**src/rtl/fir_out_decim_buf.sv**
```systemverilog
// FIR output stage: drops fill samples, decimates, rounds/saturates and buffers in a FWFT FIFO.
// Latency: 2 edges from din to m_valid; when the FIFO is full with no pop, the sample is dropped and ovf_sticky is set.
module fir_out_decim_buf #(
  parameter int IN_W   = 20,
  parameter int OUT_W  = 16,
  parameter int SHIFT  = 4,
  parameter int DECIM  = 2,
  parameter int WARMUP = 37,
  parameter int DEPTH  = 8
) (
  input  logic                       clk,
  input  logic                       rst_n,
  input  logic                       en,
  input  logic signed [IN_W-1:0]     din,
  output logic                       m_valid,
  input  logic                       m_ready,
  output logic signed [OUT_W-1:0]    m_data,
  output logic [$clog2(DEPTH):0]     level,
  output logic                       sat_sticky,
  output logic                       ovf_sticky,
  input  logic                       clr
);
  localparam int XW = IN_W + 1;
  localparam int CW = (WARMUP > 1) ? $clog2(WARMUP) : 1;
  localparam int PW = (DECIM > 1) ? $clog2(DECIM) : 1;

  localparam logic [CW-1:0] WARM_LAST  = CW'((WARMUP >= 2) ? WARMUP - 2 : 0);
  localparam logic [PW-1:0] PHASE_LAST = PW'(DECIM - 1);
  localparam logic [PW-1:0] PHASE_ONE  = PW'((DECIM > 1) ? 1 : 0);

  localparam logic signed [XW-1:0] RND  = XW'(2 ** (SHIFT - 1));
  localparam logic signed [XW-1:0] MAXV = XW'((2 ** (OUT_W - 1)) - 1);
  localparam logic signed [XW-1:0] MINV = XW'(-(2 ** (OUT_W - 1)));
  localparam logic signed [OUT_W-1:0] OMAX = {1'b0, {(OUT_W-1){1'b1}}};
  localparam logic signed [OUT_W-1:0] OMIN = {1'b1, {(OUT_W-1){1'b0}}};

  typedef enum logic [1:0] {IDLE, WARM, RUN} state_t;

  state_t           state, state_nxt;
  logic [CW-1:0]    warm_cnt, warm_cnt_nxt;
  logic [PW-1:0]    phase, phase_nxt;
  logic             keep;

  logic signed [XW-1:0]    q_sum, q_r;
  logic                    sat_hi, sat_lo;
  logic signed [OUT_W-1:0] q_val;
  logic                    q_vld;
  logic [OUT_W-1:0]        q_dat;
  logic                    fifo_wr_rdy;
  logic [OUT_W-1:0]        fifo_rd_dat;

  // The en-rising edge already discards one sample, so WARM exits after WARMUP-1 more.
  always_comb begin
    state_nxt    = state;
    warm_cnt_nxt = warm_cnt;
    phase_nxt    = phase;
    keep         = 1'b0;
    if (!en) begin
      state_nxt    = IDLE;
      warm_cnt_nxt = '0;
      phase_nxt    = '0;
    end else begin
      case (state)
        IDLE: begin
          warm_cnt_nxt = '0;
          phase_nxt    = '0;
          if (WARMUP == 0) begin
            state_nxt = RUN;
            keep      = 1'b1;
            phase_nxt = PHASE_ONE;
          end else if (WARMUP == 1) begin
            state_nxt = RUN;
          end else begin
            state_nxt = WARM;
          end
        end
        WARM: begin
          if (warm_cnt == WARM_LAST) begin
            state_nxt = RUN;
            phase_nxt = '0;
          end else begin
            warm_cnt_nxt = warm_cnt + 1'b1;
          end
        end
        RUN: begin
          keep      = (phase == '0);
          phase_nxt = (phase == PHASE_LAST) ? '0 : phase + 1'b1;
        end
        default: state_nxt = IDLE;
      endcase
    end
  end

  always_comb begin
    q_sum  = $signed({din[IN_W-1], din}) + RND;
    q_r    = q_sum >>> SHIFT;
    sat_hi = (q_r > MAXV);
    sat_lo = (q_r < MINV);
    if (sat_hi)      q_val = OMAX;
    else if (sat_lo) q_val = OMIN;
    else             q_val = q_r[OUT_W-1:0];
  end

  always_ff @(posedge clk or negedge rst_n) begin
    if (!rst_n) begin
      state    <= IDLE;
      warm_cnt <= '0;
      phase    <= '0;
      q_vld    <= 1'b0;
      q_dat    <= '0;
    end else begin
      state    <= state_nxt;
      warm_cnt <= warm_cnt_nxt;
      phase    <= phase_nxt;
      q_vld    <= keep;
      if (keep) q_dat <= q_val;
    end
  end

  // Set beats clear when both land on the same edge.
  always_ff @(posedge clk or negedge rst_n) begin
    if (!rst_n) begin
      sat_sticky <= 1'b0;
      ovf_sticky <= 1'b0;
    end else begin
      if (keep && (sat_hi || sat_lo)) sat_sticky <= 1'b1;
      else if (clr)                   sat_sticky <= 1'b0;
      if (q_vld && !fifo_wr_rdy)      ovf_sticky <= 1'b1;
      else if (clr)                   ovf_sticky <= 1'b0;
    end
  end

  sync_fifo #(.W(OUT_W), .DEPTH(DEPTH)) u_fifo (
    .clk    (clk),
    .rst_n  (rst_n),
    .wr_vld (q_vld),
    .wr_dat (q_dat),
    .wr_rdy (fifo_wr_rdy),
    .rd_vld (m_valid),
    .rd_rdy (m_ready),
    .rd_dat (fifo_rd_dat),
    .level  (level)
  );

  assign m_data = fifo_rd_dat;
endmodule

// Generic first-word fall-through FIFO; head is visible combinationally, zero when empty.
// A write into a full FIFO is accepted only when a pop frees the slot on the same edge.
module sync_fifo #(
  parameter int W     = 16,
  parameter int DEPTH = 8
) (
  input  logic                   clk,
  input  logic                   rst_n,
  input  logic                   wr_vld,
  input  logic [W-1:0]           wr_dat,
  output logic                   wr_rdy,
  output logic                   rd_vld,
  input  logic                   rd_rdy,
  output logic [W-1:0]           rd_dat,
  output logic [$clog2(DEPTH):0] level
);
  localparam int AW = $clog2(DEPTH);
  localparam int LW = AW + 1;

  logic [W-1:0]  mem [DEPTH];
  logic [AW-1:0] wr_ptr, rd_ptr;
  logic          push, pop;

  assign rd_vld = (level != '0);
  assign pop    = rd_vld & rd_rdy;
  assign wr_rdy = (level != LW'(DEPTH)) | pop;
  assign push   = wr_vld & wr_rdy;
  assign rd_dat = rd_vld ? mem[rd_ptr] : '0;

  always_ff @(posedge clk or negedge rst_n) begin
    if (!rst_n) begin
      wr_ptr <= '0;
      rd_ptr <= '0;
      level  <= '0;
      for (int i = 0; i < DEPTH; i++) mem[i] <= '0;
    end else begin
      if (push) begin
        mem[wr_ptr] <= wr_dat;
        wr_ptr      <= wr_ptr + 1'b1;
      end
      if (pop) rd_ptr <= rd_ptr + 1'b1;
      case ({push, pop})
        2'b10:   level <= level + 1'b1;
        2'b01:   level <= level - 1'b1;
        default: level <= level;
      endcase
    end
  end
endmodule
```
**config.mk**
```make
export PLATFORM = sky130hd
export DESIGN_NAME = fir_out_decim_buf
export DESIGN_NICKNAME = d
export VERILOG_FILES = /design/src/rtl/fir_out_decim_buf.sv
export SDC_FILE = /design/constraint.sdc
export NUM_CORES = 1
export LEC_CHECK = 0
export CORE_UTILIZATION = 54
export DETAILED_ROUTE_END_ITERATION = 10
export PLACE_DENSITY_LB_ADDON = 0.1
export SYNTH_ARGS = -nofsm -noshare
export SYNTH_HDL_FRONTEND = slang
export SYNTH_HIERARCHICAL = 1
export SYNTH_SLANG_ARGS = --single-unit
```
**constraint.sdc**
```tcl
create_clock -name clk -period 2.3 [get_ports clk]
set_input_delay 0.46 -clock clk [delete_from_list [all_inputs] [get_ports clk]]
set_output_delay 0.46 -clock clk [all_outputs]
set_load 0.05 [all_outputs]
```
==> metrics.md <==
| Metric | Value |
|---|---|
| Outcome | finished, violations left |
| Failing checks | negative setup slack |
| Total I/O pin count | 48 |
| Number of vias after detailed routing | 4935 |
| Power share of the sequential group | 0.487 |
| RR Endpoint | u_fifo/level[3] |
| Number of sinks driven by the clock tree | 166 |
| Pwr Density | 608 mW/mm² |
| Overall power consumption | 0.00602 W |
| Initial antenna violation count | 0 |
| Post-synthesis cell type with the largest combined area | sky130_fd_sc_hd__dfrtp_1 |
| Number of warning messages in the yosys log | 6 |
| Mean instance size in the synthesized netlist | 14.0 µm² |
| Portion of synthesized cell area occupied by the leading cell type | 0.513 |
| Share of final-layout standard cells stronger than drive strength 1 | 0.445 |
| Syn-to-layout area delta | 22.5% |
| Starting density of the core | 0.555 |
| Width of the chip | 124 µm |
| Clk Latency, worst-skew pair | 0.42 ns |
| Detailed Place HPWL | 11000 µm |
| Placeable core region | 0.0146 mm² |
| Detailed-routed wire length on met3 | 586 µm |
| Crit-path max FO | 6 |
| Total standard cell area after synthesis | 0.00809 mm² |
| Worst hold margin | 0.0355 ns |
| Worst path setup slack after routing | -0.249 ns |
| Post-layout util | 0.679 |
| Worst path cell trace | buf_4, buf_16, mux4_2, mux2i_2, nor2_2, buf_12 |
| Count of final hold-check violations | 0 |
| Worst IR Drop VDD | 0.505 mV |
| Antenna cell count | 0 |
| Critical Path Source | u_fifo/rd_ptr[0] |
| TritonCTS clock tree | yes |
| Clock slew at the register clock pins of the worst setup and hold paths | 0.06 ns |
| Buffer and inverter count on the worst path | 3 |
| Sequential element share of the synthesized area | 0.513 |
| Gate power share | 0.035 |
| Row count | 44 |
| MaxCap Viol Count | 0 |
| Detail-routed via count per cell | 5.81 |
| Final setup viols | 16 |
| Max Clk Rate | 392 MHz |
| # H-tree levels | 4 |
| Setup slack, reg-to-reg | 0.15 ns |
| Kind of capture point of the worst setup path | primary output |
| Slew at the pin closest to its max-slew limit | 0.633 ns |
| Final min period | 2.55 ns |
| Drt initial violations | 351 |
| Global-route wire length before repair | 28100 µm |
| Switching component of the power | 0.00129 W |
| Category of the worst setup path launch point | register |
| Final routed DRC violation total | 0 |
| Via count of the first global-routing pass | 5212 |
| Count of unique library cells instantiated by Yosys | 58 |
| Crit Path Class | reg2out |
| Worst Hold Class | in2async |
| CTS root buffer | sky130_fd_sc_hd__clkbuf_16 |
| Synthesized Nets | 614 |
| Mean routed wirelength per cell | 20.1 µm |
| Proportion of power drawn by the clock network | 0.479 |
| DRT Pass-1 Iters | 4 |
| Critical path depth in cells | 6 |
| Top layer reached by signal wires | met4 |
| Leftover overflow at the end of global routing | 0 |
| Met2 wire len | 8690 µm |
| Dominant register cell in the synthesized netlist | sky130_fd_sc_hd__dfrtp_1 |
| FF-to-FF path depth | 9 |
| Routed met1 length | 7690 µm |
| Crit path max-delay family | multiplexers |
| Placer Congestion | 0.853 |
| Number of CTS-inserted buffers | 17 |
| Slew Viols, Final | 0 |
| Largest cells by area after synthesis | sky130_fd_sc_hd__dfrtp_1 (51%), sky130_fd_sc_hd__mux2_2 (15%), sky130_fd_sc_hd__mux4_2 (8.9%) |
| Critical path capture point | m_data[6] |
| Fin Clk Skew | 0.00915 ns |
| Post-synthesis instance total | 578 |
| Final WL | 17100 µm |
| Die outline height | 124 µm |
| Hold_buf cts | 0 |
| Worst path arrival time | 2.09 ns |
| Period Utilization, post-route | 1.11 |
| Data required time at the worst endpoint | 1.84 ns |
| Startpoint of the worst register-to-register path | u_fifo/level[1] |
| Setup repair after global routing missed its margin | true |
| Setup slack after placement | -0.252 ns |
| Reported leakage power | 4.58 nW |
| Buffer depth of the longest clock path | 2 |
| Total Die Area | 0.0155 mm² |
| Number of storage elements in the synthesis netlist | 166 |
| Number of enable flip-flop cells after synthesis | 0 |
| Slew HR | 0.578 |
| Total negative setup slack | -3.19 ns |
| Remaining antenna violation count | 0 |
| Worst-path cell with the longest stage delay | sky130_fd_sc_hd__mux4_2 |
| Critical path's largest stage delay | 0.52 ns |
| Proportion of register bits with asynchronous set or reset after synthesis | 1.00 |
| Pin count of the biggest net entering global routing | 66 |
| Tot GR Track Use | 0.237 |
| Net count reported at finish | 688 |
| Total of buffers placed on input and output ports | 44 |
| Switching part of the total | 0.214 |
| Internal power component | 0.00473 W |
## layer usage
metal  track usage  vias up
li1              -     2277
met1         0.323     2550
met2         0.392       98
met3        0.0391       10
met4        0.0716        0
met5             0        -
## worst min path at each step
| stage | slack, ns | cells after the start | to |
|---|---|---|---|
| 2_1_floorplan | 0.16 | 0 | ovf_sticky |
| 3_3_place_gp | 0.48 | 1 | u_fifo/mem[92] |
| 3_5_place_dp | 0.49 | 1 | u_fifo/mem[89] |
| 4_1_cts | 0.05 | 1 | u_fifo/mem[21] |
| 5_1_grt | 0.06 | 1 | u_fifo/level[0] |
| 6_report | 0.04 | 1 | u_fifo/level[0] |
## kinds of logic after synthesis
kind of cell,synth area share
compound gates,0.0390
xor+xnor,0.0260
fa+ha+maj,0.0170
buf+inv,0.0285
flops,0.513
mux,0.304
simple gates,0.0719
## power by group through the flow
stage	logic [W]	clock network, W	registers [W]
floorplan	0.0000643	0	0.00298
global placement	0.000202	0	0.00298
detailed placement	0.000211	0	0.00298
CTS	0.000212	0.00293	0.00293
global route	0.000232	0.00305	0.00293
finish	0.000208	0.00288	0.00293
## final cells by class
cell class                      count  area [µm²]
Tap cell                          184         230
Clock buffer                       23         488
Sequential cell                   166        4160
Timing Repair Buffer               90        1090
Multi-Input combinational cell    368        3790
Fill cell                        1041        4680
Inverter                            9        38.8
Clock inverter                      9         115
## cells in the final DEF (no fill, tap or decap), drive strengths merged, types with 5 or more instances in the layout
master and count:
mux4 32, xnor2 8, nand3 9, nand4 6, and2 6, mux2i 19
clkdlybuf4s50 26, inv 11, dfrtp 166, mux2 131, xor2 16, o21ai 6
nand2 16, nor2 38, a21oi 20, buf 63, clkbuf 24, and3 5
a211oi 5, ha 11
## stage by stage
step                      instance area, µm²  std cells
after global routing                    9910        849
after detailed placement                9160        810
after CTS                               9870        848
final                                   9910        849
after floorplan                         8160        578
after global placement                  9160        810
## sequential cells by signal, summed over array words and instances, names as in the netlist
signal and count:
ovf_sticky 1, phase 1, q_dat 16, q_vld 1, sat_sticky 1, state 2, u_fifo/level 4, u_fifo/mem 128
u_fifo/rd_ptr 3, u_fifo/wr_ptr 3, warm_cnt 6
## repair_timing
action / in CTS / in global routing
pin swaps: 0 / 1
gates resized for setup: 9 / 4
cloned: 2 / 1
buffers inserted: 4 / 0
endpoints found under the setup margin: 16 / 16
## cell usage after synthesis (3+ instances only)
library cell / instances
sky130_fd_sc_hd__and2_1: 5
sky130_fd_sc_hd__nand4_1: 5
sky130_fd_sc_hd__xor2_1: 16
sky130_fd_sc_hd__and3_1: 4
sky130_fd_sc_hd__nor2_1: 38
sky130_fd_sc_hd__nand3_1: 9
sky130_fd_sc_hd__a21oi_1: 19
sky130_fd_sc_hd__mux2_2: 111
sky130_fd_sc_hd__o21ai_0: 6
sky130_fd_sc_hd__ha_1: 11
sky130_fd_sc_hd__nor2b_1: 3
sky130_fd_sc_hd__xnor2_1: 8
sky130_fd_sc_hd__mux2_4: 20
sky130_fd_sc_hd__nand4b_1: 3
sky130_fd_sc_hd__nand2_1: 16
sky130_fd_sc_hd__mux2i_1: 19
sky130_fd_sc_hd__clkbuf_1: 13
sky130_fd_sc_hd__buf_6: 5
sky130_fd_sc_hd__o22ai_1: 3
sky130_fd_sc_hd__dfrtp_1: 166
sky130_fd_sc_hd__mux4_2: 32
sky130_fd_sc_hd__inv_1: 7
sky130_fd_sc_hd__buf_2: 13
sky130_fd_sc_hd__a211oi_1: 4
(Power assumes the default switching activity.)
